==> config.mk <==
export PLATFORM = sky130hd
export DESIGN_NAME = dog_extrema_scanner
export DESIGN_NICKNAME = d
export VERILOG_FILES = /design/src/rtl/dog_extrema_scanner.sv
export SDC_FILE = /design/constraint.sdc
export NUM_CORES = 1
export LEC_CHECK = 0
export CORE_MARGIN = 4
export CORE_UTILIZATION = 55
export CTS_BUF_LIST = sky130_fd_sc_hd__clkbuf_4
export CTS_CLUSTER_DIAMETER = 120
export DETAILED_ROUTE_END_ITERATION = 12
export PLACE_DENSITY = 0.76
export SLEW_MARGIN = 10
export SYNTH_ARGS = -nofsm -noshare
export SYNTH_HDL_FRONTEND = slang
export SYNTH_SLANG_ARGS = --single-unit
==> constraint.sdc <==
create_clock -name clk -period 10.9 [get_ports clk]
set_input_delay 2.18 -clock clk [delete_from_list [all_inputs] [get_ports clk]]
set_output_delay 2.18 -clock clk [all_outputs]
set_load 0.1 [all_outputs]
==> src/rtl/dog_extrema_scanner.sv <==
// Difference-of-Gaussian 3x3x3 extrema scanner for one octave: walks the interior of the
// middle layer, fetches each 3x3 window from three BRAMs and emits qualifying keypoints.
`timescale 1ns/1ps
module dog_extrema_scanner #(
   parameter int          BIT_DEPTH     = 9,
   parameter int          WIDTH         = 64,
   parameter int          HEIGHT        = 64,
   parameter int          READ_LATENCY  = 2,
   parameter int unsigned THRESH        = 3,
   parameter int          MAX_KEYPOINTS = 1024,
   localparam int AW = $clog2(WIDTH*HEIGHT),
   localparam int XW = $clog2(WIDTH),
   localparam int YW = $clog2(HEIGHT),
   localparam int KW = XW + YW + 1,
   localparam int CW = $clog2(MAX_KEYPOINTS+1)
)(
   input  logic                        clk,
   input  logic                        rst_in,
   input  logic                        start,
   input  logic [1:0]                  mode,
   output logic [AW-1:0]               read_addr,
   input  logic signed [BIT_DEPTH-1:0] lo_data,
   input  logic signed [BIT_DEPTH-1:0] mid_data,
   input  logic signed [BIT_DEPTH-1:0] hi_data,
   output logic                        kp_valid,
   input  logic                        kp_ready,
   output logic [KW-1:0]               kp_data,
   output logic [CW-1:0]               kp_count,
   output logic                        overflow,
   output logic                        busy,
   output logic                        done
);

   typedef enum logic [2:0] {IDLE, FETCH, WAIT, COMPARE, EMIT, DONE} stateT;

   localparam bit DEGENERATE = (WIDTH < 3) || (HEIGHT < 3);

   stateT                        r_state;
   logic [1:0]                   r_mode;
   logic [XW-1:0]                r_x;
   logic [YW-1:0]                r_y;
   logic [3:0]                   r_k;
   logic [3:0]                   r_waitCnt;
   logic                         r_pipeValid [READ_LATENCY];
   logic [3:0]                   r_pipeIdx   [READ_LATENCY];
   logic signed [BIT_DEPTH-1:0]  r_loS  [9];
   logic signed [BIT_DEPTH-1:0]  r_midS [9];
   logic signed [BIT_DEPTH-1:0]  r_hiS  [9];

   logic signed [BIT_DEPTH-1:0]  w_c;
   logic signed [BIT_DEPTH:0]    w_cExt;
   logic signed [BIT_DEPTH:0]    w_cAbs;
   logic                         w_contrastOk;
   logic                         w_gtAll;
   logic                         w_ltAll;
   logic                         w_keypoint;
   logic                         w_room;
   logic                         w_wrapX;
   logic                         w_scanEnd;
   logic [XW-1:0]                w_nextX;
   logic [YW-1:0]                w_nextY;
   logic                         w_advance;

   // Window tap k (0..8, row-major) around centre (x,y) mapped to a linear BRAM address.
   function automatic logic [AW-1:0] addrOf(input logic [XW-1:0] x, input logic [YW-1:0] y,
                                            input logic [3:0] k);
      int row;
      int col;
      row = int'(y) + int'(k) / 3 - 1;
      col = int'(x) + int'(k) % 3 - 1;
      return AW'(row * WIDTH + col);
   endfunction

   assign w_c          = r_midS[4];
   assign w_cExt       = {w_c[BIT_DEPTH-1], w_c};
   assign w_cAbs       = w_cExt[BIT_DEPTH] ? -w_cExt : w_cExt;
   assign w_contrastOk = $unsigned(w_cAbs) >= (BIT_DEPTH+1)'(THRESH);

   // Strict comparison against all 26 neighbours; any tie disqualifies both extremum kinds.
   always_comb begin
      w_gtAll = 1'b1;
      w_ltAll = 1'b1;
      for (int i = 0; i < 9; i++) begin
         if (r_loS[i] >= w_c) w_gtAll = 1'b0;
         if (r_loS[i] <= w_c) w_ltAll = 1'b0;
         if (r_hiS[i] >= w_c) w_gtAll = 1'b0;
         if (r_hiS[i] <= w_c) w_ltAll = 1'b0;
         if (i != 4) begin
            if (r_midS[i] >= w_c) w_gtAll = 1'b0;
            if (r_midS[i] <= w_c) w_ltAll = 1'b0;
         end
      end
   end

   assign w_keypoint = ((w_gtAll & r_mode[0]) | (w_ltAll & r_mode[1])) & w_contrastOk;
   assign w_room     = kp_count < CW'(MAX_KEYPOINTS);
   assign w_wrapX    = (r_x == XW'(WIDTH-2));
   assign w_nextX    = w_wrapX ? XW'(1) : r_x + XW'(1);
   assign w_nextY    = w_wrapX ? r_y + YW'(1) : r_y;
   assign w_scanEnd  = w_wrapX && (r_y == YW'(HEIGHT-2));
   assign w_advance  = ((r_state == COMPARE) && !(w_keypoint && w_room)) ||
                       ((r_state == EMIT) && kp_ready);

   // Read-issue tracking: each issued tap travels READ_LATENCY stages, then its data lands in slot k.
   always_ff @(posedge clk or posedge rst_in) begin
      if (rst_in) begin
         for (int i = 0; i < READ_LATENCY; i++) begin
            r_pipeValid[i] <= 1'b0;
            r_pipeIdx[i]   <= 4'd0;
         end
         for (int i = 0; i < 9; i++) begin
            r_loS[i]  <= '0;
            r_midS[i] <= '0;
            r_hiS[i]  <= '0;
         end
      end else begin
         r_pipeValid[0] <= (r_state == FETCH);
         r_pipeIdx[0]   <= r_k;
         for (int i = 1; i < READ_LATENCY; i++) begin
            r_pipeValid[i] <= r_pipeValid[i-1];
            r_pipeIdx[i]   <= r_pipeIdx[i-1];
         end
         if (r_pipeValid[READ_LATENCY-1]) begin
            r_loS[r_pipeIdx[READ_LATENCY-1]]  <= lo_data;
            r_midS[r_pipeIdx[READ_LATENCY-1]] <= mid_data;
            r_hiS[r_pipeIdx[READ_LATENCY-1]]  <= hi_data;
         end
      end
   end

   // Scan controller; the centre-advance at the bottom overrides the state chosen in the case.
   always_ff @(posedge clk or posedge rst_in) begin
      if (rst_in) begin
         r_state   <= IDLE;
         r_mode    <= 2'b00;
         r_x       <= '0;
         r_y       <= '0;
         r_k       <= 4'd0;
         r_waitCnt <= 4'd0;
         read_addr <= '0;
         kp_valid  <= 1'b0;
         kp_data   <= '0;
         kp_count  <= '0;
         overflow  <= 1'b0;
         busy      <= 1'b0;
         done      <= 1'b0;
      end else begin
         done <= 1'b0;
         case (r_state)
            IDLE: begin
               if (start) begin
                  r_mode   <= mode;
                  kp_count <= '0;
                  overflow <= 1'b0;
                  r_x      <= XW'(1);
                  r_y      <= YW'(1);
                  if (DEGENERATE) begin
                     r_state <= DONE;
                     done    <= 1'b1;
                  end else begin
                     r_state   <= FETCH;
                     busy      <= 1'b1;
                     r_k       <= 4'd0;
                     read_addr <= addrOf(XW'(1), YW'(1), 4'd0);
                  end
               end
            end
            FETCH: begin
               if (r_k == 4'd8) begin
                  r_state   <= WAIT;
                  r_waitCnt <= 4'd0;
               end else begin
                  r_k       <= r_k + 4'd1;
                  read_addr <= addrOf(r_x, r_y, r_k + 4'd1);
               end
            end
            WAIT: begin
               if (r_waitCnt == 4'(READ_LATENCY-1)) r_state <= COMPARE;
               else                                 r_waitCnt <= r_waitCnt + 4'd1;
            end
            COMPARE: begin
               if (w_keypoint) begin
                  if (w_room) begin
                     r_state  <= EMIT;
                     kp_valid <= 1'b1;
                     kp_data  <= {r_y, r_x, w_gtAll};
                  end else begin
                     overflow <= 1'b1;
                  end
               end
            end
            EMIT: begin
               if (kp_ready) begin
                  kp_valid <= 1'b0;
                  kp_count <= kp_count + CW'(1);
               end
            end
            DONE:    r_state <= IDLE;
            default: r_state <= IDLE;
         endcase

         if (w_advance) begin
            r_x <= w_nextX;
            r_y <= w_nextY;
            if (w_scanEnd) begin
               r_state <= DONE;
               busy    <= 1'b0;
               done    <= 1'b1;
            end else begin
               r_state   <= FETCH;
               r_k       <= 4'd0;
               read_addr <= addrOf(w_nextX, w_nextY, 4'd0);
            end
         end
      end
   end

endmodule

* Word level (Yosys, flattened, before mapping)
Cells that the tools add are included.
** Word-level totals
- Register bits :: 318
- Bits of input ports :: 33
- Output and inout bits :: 40
- Word-level logic and storage cells :: 266
** Operators by class
- $add $sub $neg :: 14
- Divide/modulo/power cells :: 2
- Order comparisons :: 56
- Equal/unequal tests :: 21
- Muxes and demuxes :: 102
- Bitwise logic cells :: 5
- Reduce and logical (&&, ||, !) cells :: 22
** Operators by type and width (count)
- $bwmux W81 :: 3
- $ge A9 B9 Y1 :: 26
- $le A9 B9 Y1 :: 26
- $mux W1 :: 64
- $mux W12 :: 4
- $demux W9 S4 :: 1
- $mux W6 :: 6
- $div A5 B3 Y32 const B :: 1
- $mod A5 B3 Y32 const B :: 1
- $mux W4 :: 6
- $pmux W12 S2 :: 1
- $mux W11 :: 2
- $pmux W11 S2 :: 1
- $mux W3 :: 7
- $pmux W4 S2 :: 2
- $pmux W3 S5 :: 1
- $ne A2 B2 Y1 const B :: 7
- $add A12 B12 Y12 :: 1
- $add A12 B7 Y12 :: 1
- $add A6 B1 Y6 const B :: 2
- $add A7 B12 Y12 :: 1
- $eq A6 B6 Y1 const B :: 2
- $ne A3 B3 Y1 const B :: 4
- $reduce_bool A2 Y1 :: 6
- other kinds (33) :: 46

* Longest topological paths before layout
Gate-level depths: netlist (run 1).
- Depth after elaboration :: 36
- Mapped depth :: 27
- Depth with buffers taken out :: 27

* Worst setup path after synthesis (run 1)
Ideal clock, no wire load.
- Path kind :: reg2reg
- Start :: register r_k[0]
- End :: register read_addr[10]
- Setup time :: 0.125 ns
- Data arrival time :: 5.187 ns
- Required time :: 10.775 ns
- Setup slack :: 5.588 ns
- Stages on the path, launching flop included :: 26
- Buffers on the path :: 0
- Clock period less this slack :: 5.312 ns
- Cell sequence :: dfrtp_1 ha_1 xnor2_1 nor2_1 ha_1 ha_1 a211oi_4 xnor2_1 ha_1 nor2_1 o21ai_0 inv_1 ha_1 inv_1 ha_1 fa_1 inv_1 ha_1 inv_1 ha_1 a21o_1 a31o_2 a21oi_1 xor2_1 o21ai_0 mux2_2
** On the way
- Longest elaborated chain between the ends :: 9
- Elaborated cells on any way between the ends :: 13
- Classes of those cells :: 6 x add/sub; 2 x div; 1 x eq/ne; 4 x mux
** RTL lines
- from (decl) :: line 42 : logic [3:0] r_k;
- from (signal assigned) :: line 173 : r_k <= r_k + 4'd1;
- $add A4 B1 Y4 :: line 174 : read_addr <= addrOf(r_x, r_y, r_k + 4'd1);
- $mod A5 B3 Y32 or $div A5 B3 Y32 (tied branches) :: line 70, 69
- $add A7 B12 Y12 or $add A6 B6 Y6 (tied branches) :: line 70, 69
- $sub A12 B2 Y12 or $sub A6 B2 Y6 (tied branches) :: line 70, 69
- $add A12 B12 Y12 :: line 71 : return AW'(row * WIDTH + col);
- $mux W12 (*) :: line 169 : if (r_k == 4'd8) begin
- $pmux W12 S2 (*) :: line 149 : case (r_state)
- $mux W12 :: line 205 : if (w_scanEnd) begin
- $mux W12 (*) :: line 202 : if (w_advance) begin
- to (signal assigned) :: line 164 : read_addr <= addrOf(XW'(1), YW'(1), 4'd0);
- to (signal assigned) :: line 174
- to (signal assigned) :: line 212 : read_addr <= addrOf(w_nextX, w_nextY, 4'd0);
- to (decl) :: line 21 : output logic [AW-1:0] read_addr,
Mark *: on every way between the ends. The rest lies on a longest branch, timed or not.
A chain may end at the register's enable or synchronous reset.

* Final worst setup path (run 1)
Same ends and word-level chain as after synthesis.

==> run_results.csv, run 1 <==
group,metric,value,unit
worst_setup_path,cpMostUsedCell,"ha_1",
placed_design,io_buffers,72,
clock_network,postCtsSetupRepairBufs,0,
clock_network,clock_sinks,318,
run_status,status,"finished, final reports clean",
cells_and_area,drive_gt1_share,21.7,%
worst_setup_path,slowest_stage,"fa_1",
hold_path,min_path_type,"reg -> reg",
logic_synthesis,synth_edf_count,0,
drt,routed_wl,50800,microns
drt,met1Wirelength,21500,microns
global_routing,grt_remaining_overflow,0,
worst_setup_path,crit_fanout,9,
sta,hold_viol,0,
clock_network,insertion_delay,0.78,ns
sta,setup_tns,0,ns
clock_network,cts_resized,0,
worst_setup_path,cpPeakStageDelay,0.49,ns
worst_setup_path,cp_data_arrival_time,6.53,ns
logic_synthesis,syn_nets,2123,
floorplan,die_y,198,microns
logic_synthesis,synth_simple_gate_area_share,10.5,%
logic_synthesis,synthTopCellsByArea,"dfrtp_1 (40%), ha_1 (18%), mux2_2 (14%)",
logic_synthesis,synthAdderAreaFrac,18.4,%
logic_synthesis,synth_seq_cells,318,
drt,drcViolationCount,0,
cells_and_area,syn2layout_area_growth,12.1,%
clock_network,cts_tree,"built",
logic_synthesis,ys.flop_type,"dfrtp_1",
placed_design,gp_congestion,0.901,
sta,skew,0.0468,ns
sta,period_minus_slack,5.90,ns
sta,worst_pin_slew,1.07,ns
logic_synthesis,syn_inst,1801,
drt,ant_nets,0,
clock_network,h-tree-depth,3,
logic_synthesis,ys_types,80,
sta,maxSlewViolCount,0,
run,drv_cap,0,
logic_synthesis,synth_compound_area_share,10.8,%
drt,firstDrtPassIters,6,
worst_setup_path,crit_type,"reg -> reg",
clock_network,hold_buffers,0,
logic_synthesis,synth_top_area_share,40.1,%
floorplan,io_pins,73,
sta,setup_viol,0,
global_routing,antenna_found_initial,2,
floorplan,die_w,198,microns
floorplan,start_util,55.7,%
global_routing,grt_pass1_vias,15100,
logic_synthesis,synth.avg_cell_area,11.0,sq um
global_routing,grt_pass1_wl,80800,microns
drt,vias_per_cell,5.98,
drt,dr_wl_met2,24300,microns
logic_synthesis,synthMostInstantiatedCell,"dfrtp_1",
floorplan,dieArea,39100,sq um
drt,vias,14800,
sta,timing.fmax,170,MHz
worst_setup_path,critical_path_buf_inv_count,4,
drt,maxUsedRoutingLayer,"met4",
worst_setup_path,crit_path_end_kind,"flip-flop",
drt,dr.first_iter.drc_count,945,
clock_network,cts_made_buffers,88,
logic_synthesis,synth_top_cell_by_area,"dfrtp_1",
logic_synthesis,synthesis.area,19800,sq um
floorplan,core_area,35600,sq um
logic_synthesis,ys_seq_area_share,40.1,%
sta,fin_crit_sh,54.1,%
logic_synthesis,synthTopCellsByCount,"dfrtp_1 (318), ha_1 (286), mux2_2 (242), inv_1 (124), nand2_1 (104)",
sta,rsz0062_at_grt,"false",
drt,wl_per_cell,20.6,microns
worst_setup_path,cp-start-kind,"flip-flop",
cells_and_area,layout.nets,2267,
clock_network,clk_pin_slew,0.06,ns
global_routing,grtUsageTotal,26.2,%
drt,met3_length,2840,microns
global_routing,grt_start_max_net_pins,189,
logic_synthesis,muxShareOfSynthArea,14.6,%
sta,slew_headroom,28.3,%
logic_synthesis,synthArstFlopShare,100,%
clock_network,clock_path_buffers,3,
floorplan,num_rows,69,
placed_design,hpwlAfterDp,34500,microns
logic_synthesis,synth_xor_area_share,2.29,%
worst_setup_path,cp.required,11.54,ns
logic_synthesis,synth_top_family_by_area,"adder cells",
logic_synthesis,yosysWarnings,0,
clock_network,ctsRootBufferMaster,"clkbuf_4",
worst_setup_path,crit_family,"adder cells",
## layout make-up
class	count	area, sq um
Fill cell	2868	13300
Multi-Input combinational cell	1319	11200
Sequential cell	318	7960
Clock buffer	125	938
Timing Repair Buffer	94	898
Tap cell	461	577
Inverter	124	469
Clock inverter	25	179
Antenna cell	2	5.00
## path summary, 6_finish.rpt
check	from	to	slack, ns	cells after the start
max in group asynchronous	rst_in	r_hiS[39]	7.23	4
min in group asynchronous	rst_in	r_loS[48]	2.09	3
worst max register to register	r_k[0]	read_addr[10]	5.00	25
worst max-delay path	r_k[0]	read_addr[10]	5.00	25
worst min register to register	r_pipeIdx[4]	r_pipeIdx[0]	0.34	0
worst min-delay path	r_pipeIdx[4]	r_pipeIdx[0]	0.34	0
## layer usage
metal	vias up	global-route usage, %
li1	6941	-
met1	7231	33.0
met2	447	43.5
met3	137	5.19
met4	0	12.3
met5	-	0
## cell families after synthesis
family | count (synthesis)
adders and majority gates | 289
DFF | 318
AOI/OAI and AO/OA | 309
buffers and inverters | 164
xor gates and xnor gates | 51
muxes | 258
and+or+nand+nor | 412
## layout by cell type, fill, tap and decap left out, drive strengths merged, types with 5 or more instances in the layout
cell / synthesis / final
dfrtp: 318 / 318
ha: 286 / 286
mux2: 242 / 242
clkbuf: 27 / 125
inv: 124 / 124
nand2: 104 / 104
nor2: 91 / 91
o21ai: 86 / 86
a21oi: 79 / 79
clkdlybuf4s50: 0 / 72
nand4: 51 / 51
nand3: 36 / 36
xnor2: 34 / 34
nor3: 33 / 33
nand2b: 26 / 26
a21o: 24 / 24
buf: 13 / 22
clkinv: 0 / 20
nor2b: 18 / 18
xor2: 17 / 17
a211oi: 17 / 17
mux2i: 16 / 16
o211ai: 13 / 13
nor3b: 13 / 13
nor4: 8 / 8
o41ai: 8 / 8
a31oi: 7 / 7
and3: 7 / 7
o21a: 6 / 6
a22o: 6 / 6
o21bai: 6 / 6
o2111ai: 6 / 6
a221oi: 6 / 6
nand3b: 5 / 5
a22oi: 5 / 5
a2111oi: 5 / 5
## flip-flops by register name, summed over array words and instances, names as in the netlist, 8 cells and up
name	cells
kp_count	11
r_pipeIdx	8
r_loS	81
r_midS	72
kp_data	13
r_hiS	81
read_addr	12
w_c	9
## worst register-to-register path: cells and delay by family (launching register included)
family,cells,cell delay [ns]
compound gates,6,1.27
xor+xnor,3,0.57
fa+ha+maj,9,2.57
buf+inv,4,0.32
flops,1,0.45
mux,1,0.27
simple gates,2,0.33
## stage by stage
stage	area [sq um]	worst slack [ns]	cells	util, %	hold WS [ns]
floorplan	19800	4.48	1801	-	0.331
global placement	21100	5.17	2316	59.3	0.334
detailed placement	21100	5.07	2316	59.3	0.337
CTS	22200	5.03	2466	62.5	0.350
global route	22200	4.61	2468	62.5	0.361
finish	22200	5.00	2468	62.5	0.344
Power of run 1 is left out: the tool's default activity adds up to more than one toggle a clock period on the data nets, which glitch-free logic cannot reach.
==> run 2: changes to the inputs <==
- PLACE_DENSITY: 0.76 -> 0.73
- clock period: 10.9 -> 6.17 ns (I/O delays scaled with it)
==> run_results.csv, run 2 (synthesized netlist as in run 1, its figures left out) <==
group,metric,value,unit
sta,period_minus_slack,5.72,ns
cells_and_area,syn2layout_area_growth,12.7,%
run_status,status,"finished, final reports clean",
global_routing,grt_pass1_vias,15400,
cells_and_area,reg_top3,"r_hiS: 81 flops, r_loS: 81 flops, r_midS: 72 flops",
placed_design,dpl-instance-area,21200,sq um
clock_network,cts_tree,"built",
worst_setup_path,cp-start-kind,"flip-flop",
worst_setup_path,crit_family,"adder cells",
sta,rsz0062_at_grt,"false",
cells_and_area,final_area,22300,sq um
global_routing,antenna_found_initial,2,
placed_design,io_buffers,72,
worst_setup_path,cp_data_arrival_time,6.37,ns
power_and_ir_drop,p_leak,10.5,nW
drt,routed_wl,51900,microns
global_routing,grt_start_max_net_pins,125,
sta,worst_pin_slew,1.07,ns
floorplan,die_w,198,microns
placed_design,dp_cells,2325,
cells_and_area,layout.nets,2279,
placed_design,hpwlAfterDp,35700,microns
drt,vias_per_cell,6.03,
floorplan,num_rows,69,
clock_network,insertion_delay,0.80,ns
floorplan,io_pins,73,
power_and_ir_drop,p_clk_share,13.6,%
power_and_ir_drop,seq_power_share,24.3,%
power_and_ir_drop,p_comb_share,62.1,%
floorplan,core_area,35600,sq um
sta,setup_viol,0,
cells_and_area,final_core_util,62.8,%
floorplan,die_y,198,microns
worst_setup_path,cp.required,6.82,ns
power_and_ir_drop,switching_share,45.2,%
power_and_ir_drop,fin_total_pwr,14.2,mW
global_routing,grt_remaining_overflow,0,
drt,ant_nets,0,
floorplan,dieArea,39100,sq um
drt,firstDrtPassIters,5,
drt,wl_per_cell,20.9,microns
power_and_ir_drop,max-vdd-ir-drop,0.000838,V
sta,fin_crit_sh,92.7,%
clock_network,cts_made_buffers,90,
clock_network,clock_path_buffers,3,
cells_and_area,drive_gt1_share,22.3,%
worst_setup_path,slowest_stage,"fa_1",
global_routing,grtUsageTotal,26.7,%
drt,vias,15000,
sta,hold_viol,0,
worst_setup_path,crit_fanout,6,
sta,timing.hold.ws,0.324,ns
worst_setup_path,critical_path_buf_inv_count,4,
drt,drcViolationCount,0,
clock_network,clk_pin_slew,0.07,ns
run,drv_cap,0,
floorplan,start_util,55.7,%
placed_design,gp_congestion,0.934,
clock_network,ctsRootBufferMaster,"clkbuf_4",
hold_path,min_path_type,"reg -> reg",
cells_and_area,layout_common_cells,"dfrtp_1 (318), ha_1 (286), mux2_2 (242)",
sta,fin_ws,0.449,ns
clock_network,clock_sinks,318,
cells_and_area,nFillCells,2908,
sta,timing.fmax,175,MHz
worst_setup_path,cpPeakStageDelay,0.49,ns
worst_setup_path,cpMostUsedCell,"ha_1",
sta,slew_headroom,28.3,%
cells_and_area,final_common_cell,"dfrtp_1",
sta,maxSlewViolCount,0,
power_and_ir_drop,power_per_cell_area,637,nW/um^2
clock_network,h-tree-depth,3,
placed_design,dp_slack,0.335,ns
cells_and_area,fin_cells,2484,
power_and_ir_drop,p_sw,6.44,mW
sta,setup_tns,0,ns
worst_setup_path,crit_type,"reg -> reg",
worst_setup_path,crit_path_end_kind,"flip-flop",
drt,dr.first_iter.drc_count,966,
global_routing,grt_pass1_wl,82100,microns
clock_network,hold_buffers,0,
power_and_ir_drop,p_int,7.79,mW
sta,skew,0.0691,ns
## run 2: cell types whose count changed in the layout (fill, tap and decap cells not counted), sizes merged
| cell | previous run | this run |
|---|---|---|
| diode | 2 | 4 |
| clkbuf | 125 | 124 |
| clkinv | 20 | 26 |
| bufinv | 3 | 2 |
| buf | 22 | 32 |
## run 2: repair_timing
action / CTS / global route
gates resized for setup: 0 / 0
buffers inserted: 0 / 1
setup endpoints to repair: 0 / 1
## run 2: area by class of cell
class | count | area [sq um] | share of cell area (%)
Multi-Input combinational cell | 1319 | 11200 | 50.2
Sequential cell | 318 | 7960 | 35.6
Timing Repair Buffer | 104 | 998 | 4.47
Clock buffer | 124 | 931 | 4.17
Tap cell | 461 | 577 | 2.58
Inverter | 124 | 469 | 2.10
Clock inverter | 30 | 189 | 0.846
Antenna cell | 4 | 10.0 | 0.0448
## run 2: per-layer routing
metal,track usage (%),part of all wire [%]
met5,0,0
met1,32.8,41
met4,13.1,4.7
met3,5.48,5.5
met2,45.0,48
## run 2: final timing paths
kind	from	endpoint	slack (ns)	cells after the start
setup / recovery	r_k[0]	read_addr[10]	0.45	25
hold / removal	r_pipeIdx[4]	r_pipeIdx[0]	0.32	0
setup reg to reg	r_k[0]	read_addr[10]	0.45	25
hold reg to reg	r_pipeIdx[4]	r_pipeIdx[0]	0.32	0
max in group asynchronous	rst_in	r_midS[17]	3.91	3
min in group asynchronous	rst_in	r_midS[51]	1.00	2
## run 2: power groups by stage
stage	sequential [mW]	combinational (mW)	clock, mW
after floorplan	3.62	6.39	0
after global placement	3.44	8.43	0
after detailed placement	3.47	8.73	0
after CTS	3.44	8.79	1.99
after global routing	3.55	9.85	2.11
final	3.46	8.84	1.93
(Power assumes the default switching activity.)
==> run 3: changes to the inputs <==
- CTS_CLUSTER_DIAMETER: 120 -> not set
- SKIP_CTS_REPAIR_TIMING: not set -> 1
- SKIP_LAST_GASP: not set -> 1
==> results of run 3 <==
Final layout, timing and power as in run 2 (identical DEF).
